## config.mk

```make
export PLATFORM = sky130hd
export DESIGN_NAME = axi_eoc_mailbox
export DESIGN_NICKNAME = d
export VERILOG_FILES = /design/src/rtl/axi_eoc_mailbox.sv
export SDC_FILE = /design/constraint.sdc
export NUM_CORES = 1
export LEC_CHECK = 0
export BUFFER_PORTS_ARGS = -buffer_cell sky130_fd_sc_hd__buf_2
export CAP_MARGIN = 20
export CORE_ASPECT_RATIO = 1.25
export CORE_MARGIN = 1
export CORE_UTILIZATION = 39
export CTS_CLUSTER_DIAMETER = 40
export CTS_CLUSTER_SIZE = 10
export DETAILED_ROUTE_END_ITERATION = 16
export HOLD_SLACK_MARGIN = 0.05
export PLACE_DENSITY_LB_ADDON = 0.12
export SYNTH_ARGS = -nofsm -noshare
export SYNTH_HDL_FRONTEND = slang
export SYNTH_SLANG_ARGS = --single-unit
```

## constraint.sdc

```tcl
create_clock -name clk_i -period 6.44 [get_ports clk_i]
set_input_delay 1.288 -clock clk_i [delete_from_list [all_inputs] [get_ports clk_i]]
set_output_delay 1.288 -clock clk_i [all_outputs]
set_load 0.02 [all_outputs]
```

## src/rtl/axi_eoc_mailbox.sv

```systemverilog
// AXI4 slave register file whose word 0 is a tohost end-of-computation mailbox
// and word 1 drives a level interrupt; one transaction is serviced at a time.
module axi_eoc_mailbox #(
    parameter int unsigned          AddrWidth = 64,
    parameter int unsigned          DataWidth = 64,
    parameter int unsigned          IdWidth   = 8,
    parameter int unsigned          NumWords  = 8,
    parameter logic [AddrWidth-1:0] BaseAddr  = '0,
    parameter type axi_req_t = struct packed {
        logic [IdWidth-1:0]       aw_id;
        logic [AddrWidth-1:0]     aw_addr;
        logic [7:0]               aw_len;
        logic [2:0]               aw_size;
        logic [1:0]               aw_burst;
        logic                     aw_valid;
        logic [DataWidth-1:0]     w_data;
        logic [DataWidth/8-1:0]   w_strb;
        logic                     w_last;
        logic                     w_valid;
        logic                     b_ready;
        logic [IdWidth-1:0]       ar_id;
        logic [AddrWidth-1:0]     ar_addr;
        logic [7:0]               ar_len;
        logic [2:0]               ar_size;
        logic [1:0]               ar_burst;
        logic                     ar_valid;
        logic                     r_ready;
    },
    parameter type axi_resp_t = struct packed {
        logic                     aw_ready;
        logic                     ar_ready;
        logic                     w_ready;
        logic                     b_valid;
        logic [IdWidth-1:0]       b_id;
        logic [1:0]               b_resp;
        logic                     r_valid;
        logic [IdWidth-1:0]       r_id;
        logic [DataWidth-1:0]     r_data;
        logic [1:0]               r_resp;
        logic                     r_last;
    }
) (
    input  logic        clk_i,
    input  logic        rst_i,
    input  axi_req_t    axi_req_i,
    output axi_resp_t   axi_rsp_o,
    output logic        eoc_o,
    output logic [31:0] exit_code_o,
    output logic        irq_o
);
    localparam int unsigned StrbW = DataWidth / 8;
    localparam int unsigned IdxW  = $clog2(NumWords);

    typedef enum logic [1:0] {S_IDLE, S_WDATA, S_WRESP, S_RDATA} state_t;

    state_t                 r_state;
    state_t                 w_next;
    logic [IdWidth-1:0]     r_id;
    logic [AddrWidth-1:0]   r_addr;
    logic [7:0]             r_len;
    logic [7:0]             r_cnt;
    logic [1:0]             r_burst;
    logic                   r_err;
    logic                   r_last_wr;
    logic [DataWidth-1:0]   r_regs [NumWords];
    logic                   r_eoc;
    logic [31:0]            r_exit;

    logic                   w_grant_wr;
    logic                   w_grant_rd;
    logic                   w_w_hs;
    logic                   w_r_hs;
    logic                   w_r_last;
    logic [AddrWidth-1:0]   w_off;
    logic                   w_oob;
    logic [IdxW-1:0]        w_idx;
    logic [AddrWidth-1:0]   w_adv_addr;
    logic [DataWidth-1:0]   w_merged;
    logic [DataWidth-1:0]   w_rdata;
    logic                   w_unused;

    // On a simultaneous request the channel not granted last wins.
    assign w_grant_wr = (r_state == S_IDLE) && !rst_i && axi_req_i.aw_valid
                        && (!axi_req_i.ar_valid || !r_last_wr);
    assign w_grant_rd = (r_state == S_IDLE) && !rst_i && axi_req_i.ar_valid && !w_grant_wr;
    assign w_w_hs     = (r_state == S_WDATA) && axi_req_i.w_valid;
    assign w_r_hs     = (r_state == S_RDATA) && axi_req_i.r_ready;
    assign w_r_last   = (r_cnt == r_len);

    assign w_off      = r_addr - BaseAddr;
    assign w_oob      = (r_addr < BaseAddr) || (w_off[AddrWidth-1:3+IdxW] != '0);
    assign w_idx      = w_off[3 +: IdxW];
    assign w_adv_addr = (r_burst == 2'b00) ? r_addr : r_addr + AddrWidth'(8);
    assign w_rdata    = w_oob ? '0 : r_regs[w_idx];

    // IRQ keeps only bit 0 so the other bits read back as zero.
    always_comb begin
        w_merged = r_regs[w_idx];
        for (int b = 0; b < StrbW; b++) begin
            if (axi_req_i.w_strb[b]) w_merged[8*b +: 8] = axi_req_i.w_data[8*b +: 8];
        end
        if (w_idx == IdxW'(1)) w_merged = {{(DataWidth-1){1'b0}}, w_merged[0]};
    end

    always_ff @(posedge clk_i) begin
        if (rst_i) r_state <= S_IDLE;
        else       r_state <= w_next;
    end

    always_comb begin
        w_next             = r_state;
        axi_rsp_o          = '0;
        axi_rsp_o.aw_ready = w_grant_wr;
        axi_rsp_o.ar_ready = w_grant_rd;
        case (r_state)
            S_IDLE: begin
                if (w_grant_wr)      w_next = S_WDATA;
                else if (w_grant_rd) w_next = S_RDATA;
            end
            S_WDATA: begin
                axi_rsp_o.w_ready = 1'b1;
                if (w_w_hs && axi_req_i.w_last) w_next = S_WRESP;
            end
            S_WRESP: begin
                axi_rsp_o.b_valid = 1'b1;
                axi_rsp_o.b_id    = r_id;
                axi_rsp_o.b_resp  = r_err ? 2'b10 : 2'b00;
                if (axi_req_i.b_ready) w_next = S_IDLE;
            end
            S_RDATA: begin
                axi_rsp_o.r_valid = 1'b1;
                axi_rsp_o.r_id    = r_id;
                axi_rsp_o.r_data  = w_rdata;
                axi_rsp_o.r_resp  = w_oob ? 2'b10 : 2'b00;
                axi_rsp_o.r_last  = w_r_last;
                if (w_r_hs && w_r_last) w_next = S_IDLE;
            end
            default: w_next = S_IDLE;
        endcase
    end

    always_ff @(posedge clk_i) begin
        if (rst_i) begin
            r_id      <= '0;
            r_addr    <= '0;
            r_len     <= '0;
            r_cnt     <= '0;
            r_burst   <= '0;
            r_err     <= 1'b0;
            r_last_wr <= 1'b0;
            r_eoc     <= 1'b0;
            r_exit    <= '0;
            for (int i = 0; i < NumWords; i++) r_regs[i] <= '0;
        end else begin
            if (w_grant_wr) begin
                r_id      <= axi_req_i.aw_id;
                r_addr    <= axi_req_i.aw_addr;
                r_len     <= axi_req_i.aw_len;
                r_burst   <= axi_req_i.aw_burst;
                r_cnt     <= '0;
                r_err     <= 1'b0;
                r_last_wr <= 1'b1;
            end else if (w_grant_rd) begin
                r_id      <= axi_req_i.ar_id;
                r_addr    <= axi_req_i.ar_addr;
                r_len     <= axi_req_i.ar_len;
                r_burst   <= axi_req_i.ar_burst;
                r_cnt     <= '0;
                r_err     <= 1'b0;
                r_last_wr <= 1'b0;
            end
            // Only the first tohost write with bit 0 set freezes the exit code.
            if (w_w_hs) begin
                if (!w_oob) begin
                    r_regs[w_idx] <= w_merged;
                    if (w_idx == '0 && !r_eoc && w_merged[0]) begin
                        r_eoc  <= 1'b1;
                        r_exit <= {1'b0, w_merged[31:1]};
                    end
                end
                r_err <= r_err | w_oob | (axi_req_i.w_last && (r_cnt != r_len));
                if (!axi_req_i.w_last) begin
                    r_cnt  <= r_cnt + 8'd1;
                    r_addr <= w_adv_addr;
                end
            end
            if (w_r_hs && !w_r_last) begin
                r_cnt  <= r_cnt + 8'd1;
                r_addr <= w_adv_addr;
            end
        end
    end

    assign eoc_o       = r_eoc;
    assign exit_code_o = r_exit;
    assign irq_o       = r_regs[1][0];
    assign w_unused    = ^{axi_req_i.aw_size, axi_req_i.ar_size, w_off[2:0]};

endmodule

```

==> results of run 1 <==
-- path summary, 6_finish.rpt --
kind / to
setup / recovery: axi_rsp_o[5]
setup reg to reg: r_addr[44]
hold reg to reg: exit_code_o[10]
hold / removal: exit_code_o[10]
-- Yosys cell counts (11+ instances only) --
library cell | instances | area, µm²
a221oi_1 | 54 | 473
a22o_1 | 11 | 96.3
nand2_1 | 129 | 484
nor2b_1 | 14 | 87.6
o21ai_0 | 41 | 205
and2_1 | 19 | 119
clkbuf_1 | 158 | 593
xor2_1 | 18 | 158
inv_1 | 25 | 93.8
nand4_1 | 27 | 169
and3_1 | 23 | 144
a222oi_1 | 34 | 340
a31oi_1 | 30 | 188
o211ai_1 | 39 | 293
a221o_1 | 14 | 140
nor3_1 | 21 | 105
edfxtp_1 | 512 | 15400
nor4_1 | 33 | 206
or2_0 | 22 | 138
or3_1 | 18 | 113
mux2i_1 | 67 | 671
a22oi_1 | 58 | 435
nand2b_1 | 29 | 181
nand3b_1 | 16 | 120
a21oi_1 | 78 | 390
or4_1 | 15 | 113
mux4_2 | 42 | 946
dfxtp_1 | 123 | 2460
nand3_1 | 44 | 220
mux2_2 | 55 | 619
nor2_1 | 687 | 2580
o311ai_1 | 11 | 96.3
a211oi_1 | 29 | 218
buf_2 | 28 | 140
buf_1 | 35 | 131
-- through the flow --
step | hold slack, ns | total power [mW]
after CTS | 0.452 | 11.4
after detailed placement | 0.444 | 6.23
after global placement | 0.441 | 6.21
after global routing | 0.467 | 11.7
final | 0.452 | 11.3
after floorplan | 0.427 | 5.65
-- flip-flops by register name, indices dropped and copies added (netlist names) --
register / flops
r_burst: 2
r_len: 8
exit_code_o: 31
r_regs: 512
r_id: 8
eoc_o: 1
r_err: 1
r_addr: 61
r_cnt: 8
r_state: 2
r_last_wr: 1
-- worst max-delay path, stage by stage, from the launching register on --
cell,delay [ns]
dfxtp_1,0.42
nor4_1,0.38
nand4_1,0.24
nor4_2,0.83
nand2_4,0.51
a21oi_1,0.60
buf_2,0.27
-- cell type report --
type	count	share of cell area
flip-flops and latches	635	0.497
clock inverters	53	0.0176
clock buffers	123	0.0711
diodes	1	0.0000696
inverters	28	0.00292
multi-input cells	1807	0.315
well taps	977	0.0340
repair buffers	420	0.0630
-- power by group through the flow --
stage	sequential, mW	clock, mW	combinational (mW)
after detailed placement	4.84	0	1.39
final	4.76	5.19	1.40
after global placement	4.83	0	1.38
after CTS	4.76	5.25	1.40
after floorplan	4.75	0	0.902
after global routing	4.78	5.41	1.50
-- routing by layer --
metal | share of wire | vias to the layer above | global-route usage
met3 | 0.067 | 159 | 0.0408
li1 | - | 10700 | -
met1 | 0.39 | 12100 | 0.332
met4 | 0.030 | 2 | 0.0970
met2 | 0.51 | 993 | 0.481
met5 | 0.00012 | - | 0
-- cell families (layout without fill, tap and decap cells) --
| group | Yosys count | in the layout |
|---|---|---|
| multiplexers | 164 | 164 |
| flip-flops | 635 | 635 |
| other | 1 | 4 |
| AO/OA/AOI/OAI | 489 | 489 |
| XOR/XNOR | 24 | 24 |
| buffers and inverters | 258 | 624 |
| AND/OR/NAND/NOR | 1123 | 1123 |
| adder cells (fa/ha/maj) | 4 | 4 |
==> results, run 1 <==
- The run finished with clean final reports.
- The share of total power dissipated in combinational logic is 0.123.
- For this run, the leading register cell type out of synthesis is edfxtp_1.
- Of the total power, the share spent switching nets is 0.269.
- In this run the power spent charging and discharging nets is 3.05 mW.
- The synthesized area divided by synthesized cell count is 11.1 µm².
- Summing over every cut layer, the via total after detailed routing is 24.0k.
- Clock-pin slew was measured on the worst setup and hold paths at 0.05 ns.
- The final max-slew violation count is 0.
- After detailed routing, the number of vias per cell comes to 5.93.
- The number of global-route vias before repair is 23.9k.
- The number of antenna violations at the first check in global routing is 2.
- The remaining antenna violation count is 0.
- The average wire length per cell after detail routing is 26.5 µm.
- Data on the critical path is required at its endpoint by 5.15 ns.
- TritonCTS created 95 clock buffers.
- The count of fill cells added during filler insertion is 7068.
- The post-synthesis compound-gate area fraction came to 0.120.
- The weighted congestion at the end of routability-driven global placement is 0.901.
- The total area inside the core boundary comes to 76100 µm².
- The number of core rows is 113.
- 374 I/O pins were placed.
- For the pin with the worst max-slew slack, the measured transition is 1.17 ns.
- Setup violations remaining at the end of the flow were counted as 0.
- The number of cells upsized or downsized after cts is 0.
- The count of non-filler cells in the finished layout is 4044.
- The clock group share of total power is 0.457.
- The number of failing hold endpoints at the final stage is 0.
- Setup repair after global routing left no endpoint under its margin.
- The tree is rooted in a clkbuf_16.
- After detailed routing, the number of remaining DRC violations is 0.
- The headroom to the max-slew limit is 0.222.
- For the final database, setup skew stands at 0.0238 ns.
- The initial standard-cell utilization of the core is 0.394.
- Of the total synthesized cell area, the portion taken by XOR and XNOR cells is 0.00701.
- For the finished layout, the period the worst path requires is 5.21 ns.
- Along the worst path, the maximum fanout reaches 34.
- The count of buffers added on input and output ports is 358.
- The count of max-cap constraint violations is 0.
- The overall routing resource usage is 0.270.
- The synthesized cell area is 30000 µm².
- The insertion delay to the later sink of the worst-skew pair is 0.66 ns.
- IR analysis of the VDD net gives a maximum drop of 0.209 mV.
- The cell depth of the worst flop-to-flop path is 7.
- The sequential fraction of the synthesis area is 0.595.
- For this design the static power due to leakage is 13.4 nW.
- The count of routing violations after the opening detailed-route iteration is 2268.
- Of the total power, registers draw 0.419.
- Based on the critical path, the design can be clocked at up to 0.192 GHz.
- The most common library cell in the layout ignoring fill and taps is nor2_1.
- The multi-input gate area in the final layout is 11300 µm².
- The path class of the tightest hold or removal check is register to register.
- No sink is reached through more buffers than the 3 on the longest clock path.
- The critical path is of the register to output pin type.
- The post-detailed-placement cell area is 32700 µm².
- The net total in the final layout is 3241.
- Of the post-synthesis cell area, the part taken by muxes is 0.0745.
- The startpoint class of the critical path is a register.
- Across all setup checks in the final design, the least slack found is 1.23 ns.
- The proportion of layout cells with a drive suffix above 1 is 0.233.
- The post-route cell area is 35900 µm².
- Cell internal power was estimated by the tool at 8.29 mW.
- By area, the combinational part of the netlist is dominated by simple AND/OR/NAND/NOR gates.
- After synthesis the netlist holds a flip-flop and latch count of 635.
- Of the total synthesized cell area, the portion taken by full adders, half adders and majority gates is 0.00167.
- After clock tree synthesis, the setup repair step added 0 buffers.
- The Yosys step of the flow raised 0 warnings.
- The sum of negative setup slack is 0 ns.
- Once detailed placement completed, the half-perimeter wirelength came to 64600 µm.
- The portion of the clock cycle consumed by the worst path in the final layout is 0.809.
- The area growth from synthesis to layout is 19.8%.
- For this design, the sink count on the clock tree is 635.
- Measured along the x axis, the die boundary spans 250 µm.
- Buffers inserted to repair hold after CTS numbered 0.
- Across the whole layout, storage elements account for 17800 µm².
- TritonCTS built the clock tree.
- The vertical die dimension is 312 µm.
- Entering global routing, the biggest net connects 70 pins.
- The hold path startpoint is exit_code_o[10].
- The reg-to-reg startpoint is r_addr[5].
- Timing analysis after detailed placement gives a worst setup slack of 1.85 ns.
- The simple-gate area share of the yosys netlist is 0.167.
- The final layout contains routed wiring with a total length of 107000 µm.
- Counting tap cells, the placed design contains a total of 3860 instances.
- Counting flops with an async set or reset pin after synthesis yields a share of 0.
- Counting flops with a built-in enable in the synthesized netlist gives 512.
- Synthesis produced 2698 cells.
- In the layout the commonest cells are 683 x nor2_1, 512 x edfxtp_1, 363 x buf_2.
- The most critical setup path has its startpoint at r_addr[39].
- The first detailed-routing pass took 6 iterations.
- The power per cell area is 316 nW/µm².
- For flop-to-flop paths, the worst setup slack is 2.20 ns.
- The die covers 78000 µm².
- The first global-routing pass estimated 157000 µm of wire.
- After synthesis, the netlist uses 75 different library cells.
- The post-route core utilization is 0.473.
- The overflow left after global routing is 0.
- STA puts the critical path data arrival time at 3.92 ns.
- STA classifies the critical path endpoint as an output pin.
- The depth of the CTS H-tree is 3.
- The hold-critical path depth is 2.
Power figures use the tool's default switching activity.
==> run 2, diff against run 1 <==
Clock period 6.44 ns to 4.6 ns, I/O delays scaled along.
==> run 2 against run 1 <==
Compared with the run above:
- cell count up 0.67%
- register-to-register slack worse by 1.3 ns
- final area up 0.91%
- clock power up 36%
- sequential share of layout area down 0.45 points
- wire length down 0.78%
- clock-buffer cell count down 1
- hold slack worse by 0.0039 ns
- clock skew up 0.0041 ns
- global-route usage down 0.26 points
- sequential cell count unchanged
- critical path type unchanged
==> results, run 2 (synthesized netlist as in run 1, its figures left out) <==
- The flow ran to the end, and the final reports show no timing, DRC or antenna violations.
- After detailed placement, the design holds a cell count of 3902.
- The largest individual stage delay along the critical path comes from the cell dfxtp_4.
- The total of endpoints with negative setup slack in the final report is 0.
- The most common library cell in the layout ignoring fill and taps is nor2_1.
- The total power is 15.7 mW.
- The class of the most critical setup path is register to output pin.
- The register with the most flip-flops is r_regs.
- The count of fill cells added during filler insertion is 7001.
- The count of max-cap constraint violations is 0.
- The maximum clock path buffer count is 3.
- The number of core rows is 113.
- For this design, the CTS-stage hold fixing added 0 buffers.
- The initial standard-cell utilization of the core is 0.394.
- IR analysis of the VDD net gives a maximum drop of 0.289 mV.
- The launch point of the critical path is r_addr[5].
- Dividing the detail-routed wire length by the instance count gives 26.1 µm.
- The number of antenna violations at the first check in global routing is 0.
- The tree is rooted in a clkbuf_16.
- The arrival time of data at the critical path endpoint is 3.41 ns.
- The number of global-route vias before repair is 23.8k.
- For the pin with the worst max-slew slack, the measured transition is 1.20 ns.
- The floorplan die area is 78000 µm².
- 374 I/O pins were placed.
- The depth of the CTS H-tree is 3.
- STA classifies the critical path endpoint as an output pin.
- The pre-CTS worst setup slack is 0.928 ns.
- The horizontal die dimension is 250 µm.
- Once the clock tree was built, the resizer swapped 0 gates to a different size.
- The clock slew seen by the registers of the worst setup and hold paths is 0.05 ns.
- Setup repair after global routing left no endpoint under its margin.
- The worst hold path belongs to the class register to register.
- For this run, the post-layout net count is 3274.
- At the end of routability-driven placement, the weighted congestion stood at 0.911.
- The slack of the critical path is 0.273 ns.
- The number of failing hold endpoints at the final stage is 0.
- The count of routing violations after the opening detailed-route iteration is 2414.
- The total wirelength of the detailed-routed design is 106000 µm.
- In the layout the commonest cells are 683 x nor2_1, 512 x edfxtp_1, 357 x buf_2.
- Following the worst setup path forward leads to its endpoint at axi_rsp_o[46].
- The vertical die dimension is 312 µm.
- STA puts the critical path data required time at 3.68 ns.
- The critical path goes through buf_12 > inv_1 > a221o_1 > a222oi_1 > buf_4 > nor2_1 > buf_2.
- The number of setup buffers added after CTS is 0.
- The TritonCTS clock tree is done.
- The number of buffers added on ports is 358.
- The remaining antenna violation count is 0.
- The largest stage delay on the critical path is 0.81 ns.
- The area growth from synthesis to layout is 20.9%.
- The power per cell area is 434 nW/µm².
- The final setup skew is 0.0279 ns.
- The top achievable clock speed is 0.231 GHz.
- The clock drives 635 sinks.
- The headroom to the max-slew limit is 0.202.
- The final max-slew violation count is 0.
- After detailed routing, the number of remaining DRC violations is 0.
- Entering global routing, the biggest net connects 76 pins.
- The final critical path time including I/O delays and setup is 4.33 ns.
- The worst register-to-register path has a depth of 7.
- The startpoint class of the critical path is a register.
- The portion of the clock cycle consumed by the worst path in the final layout is 0.941.
- The total iterations of the first detailed-routing run is 7.
- The via count is 24.0k.
- The sum of negative setup slack is 0 ns.
- In this run the worst path has a maximum fanout of 48.
- The worst register-to-register path ends at r_addr[44].
- The leakage power total is 13.6 nW.
- The worst hold slack is 0.448 ns.
- For this run, the total global-route usage over all layers was measured as 0.268.
- The count of non-filler cells in the finished layout is 4071.
- The area of the core is 76100 µm².
- In this run the register-to-register setup slack is 0.91 ns.
- After detailed routing, the number of vias per cell comes to 5.89.
- The global-route wire length before repair is 156000 µm.
- The antenna cell count is 0.
- For the worst-skew pair, the clock arrives at the later sink with an insertion delay of 0.66 ns.
- The proportion of layout cells with a drive suffix above 1 is 0.243.
- Counting the buffers created by CTS gives 93.
- The number of flip-flops under the largest register name is 512.
- The wire-length estimate of the detail-placed layout is 65600 µm.
- The reg-to-reg startpoint is r_addr[3].
- The overflow left after global routing is 0.
## run 2: layout make-up
| cell class | instances | area [µm²] | share of cell area |
|---|---|---|---|
| Tap cell | 977 | 1220 | 0.0337 |
| Timing Repair Buffer | 455 | 2690 | 0.0742 |
| Multi-Input combinational cell | 1807 | 11300 | 0.312 |
| Inverter | 28 | 105 | 0.00290 |
| Sequential cell | 635 | 17800 | 0.492 |
| Clock buffer | 122 | 2580 | 0.0712 |
| Clock inverter | 47 | 508 | 0.0140 |
## run 2: per-layer routing
metal / wire length, µm / GRT usage / up-vias
li1: - / - / 10700
met1: 42700 / 0.340 / 12000
met2: 53500 / 0.468 / 1040
met3: 7280 / 0.0367 / 167
met4: 2960 / 0.0910 / 0
met5: 0 / 0 / -
## run 2: critical path: cells and delay by family (launching register included)
kind / cells / cell delay, ns
AO/OA/AOI/OAI: 2 / 0.85
buffers and inverters: 4 / 0.97
flip-flops: 1 / 0.81
AND/OR/NAND/NOR: 1 / 0.04
## run 2: power breakdown
group | leakage [nW] | switching [mW] | internal [mW] | total (mW)
Combinational | 5.79 | 1.33 | 0.714 | 2.04
Sequential | 6.29 | 0.211 | 6.43 | 6.64
Clock | 1.52 | 2.66 | 4.41 | 7.06
Total | 13.6 | 4.20 | 11.5 | 15.7
## run 2: how the worst min path moves through the flow
stage | start | end | slack, ns | cells past startpoint
2_1_floorplan | r_err | r_err | 0.43 | 2
3_3_place_gp | exit_code_o[26] | exit_code_o[26] | 0.44 | 2
3_5_place_dp | exit_code_o[11] | exit_code_o[11] | 0.45 | 2
4_1_cts | exit_code_o[11] | exit_code_o[11] | 0.45 | 2
5_1_grt | exit_code_o[7] | exit_code_o[7] | 0.47 | 2
6_report | exit_code_o[11] | exit_code_o[11] | 0.45 | 2
## run 2: metrics by stage
| stage | area [µm²] | util |
|---|---|---|
| 3_5_place_dp | 33200 | 0.436 |
| 2_1_floorplan | 30000 | - |
| 4_1_cts | 36300 | 0.477 |
| 6_report | 36300 | 0.477 |
| 3_3_place_gp | 33200 | 0.436 |
| 5_1_grt | 36300 | 0.477 |
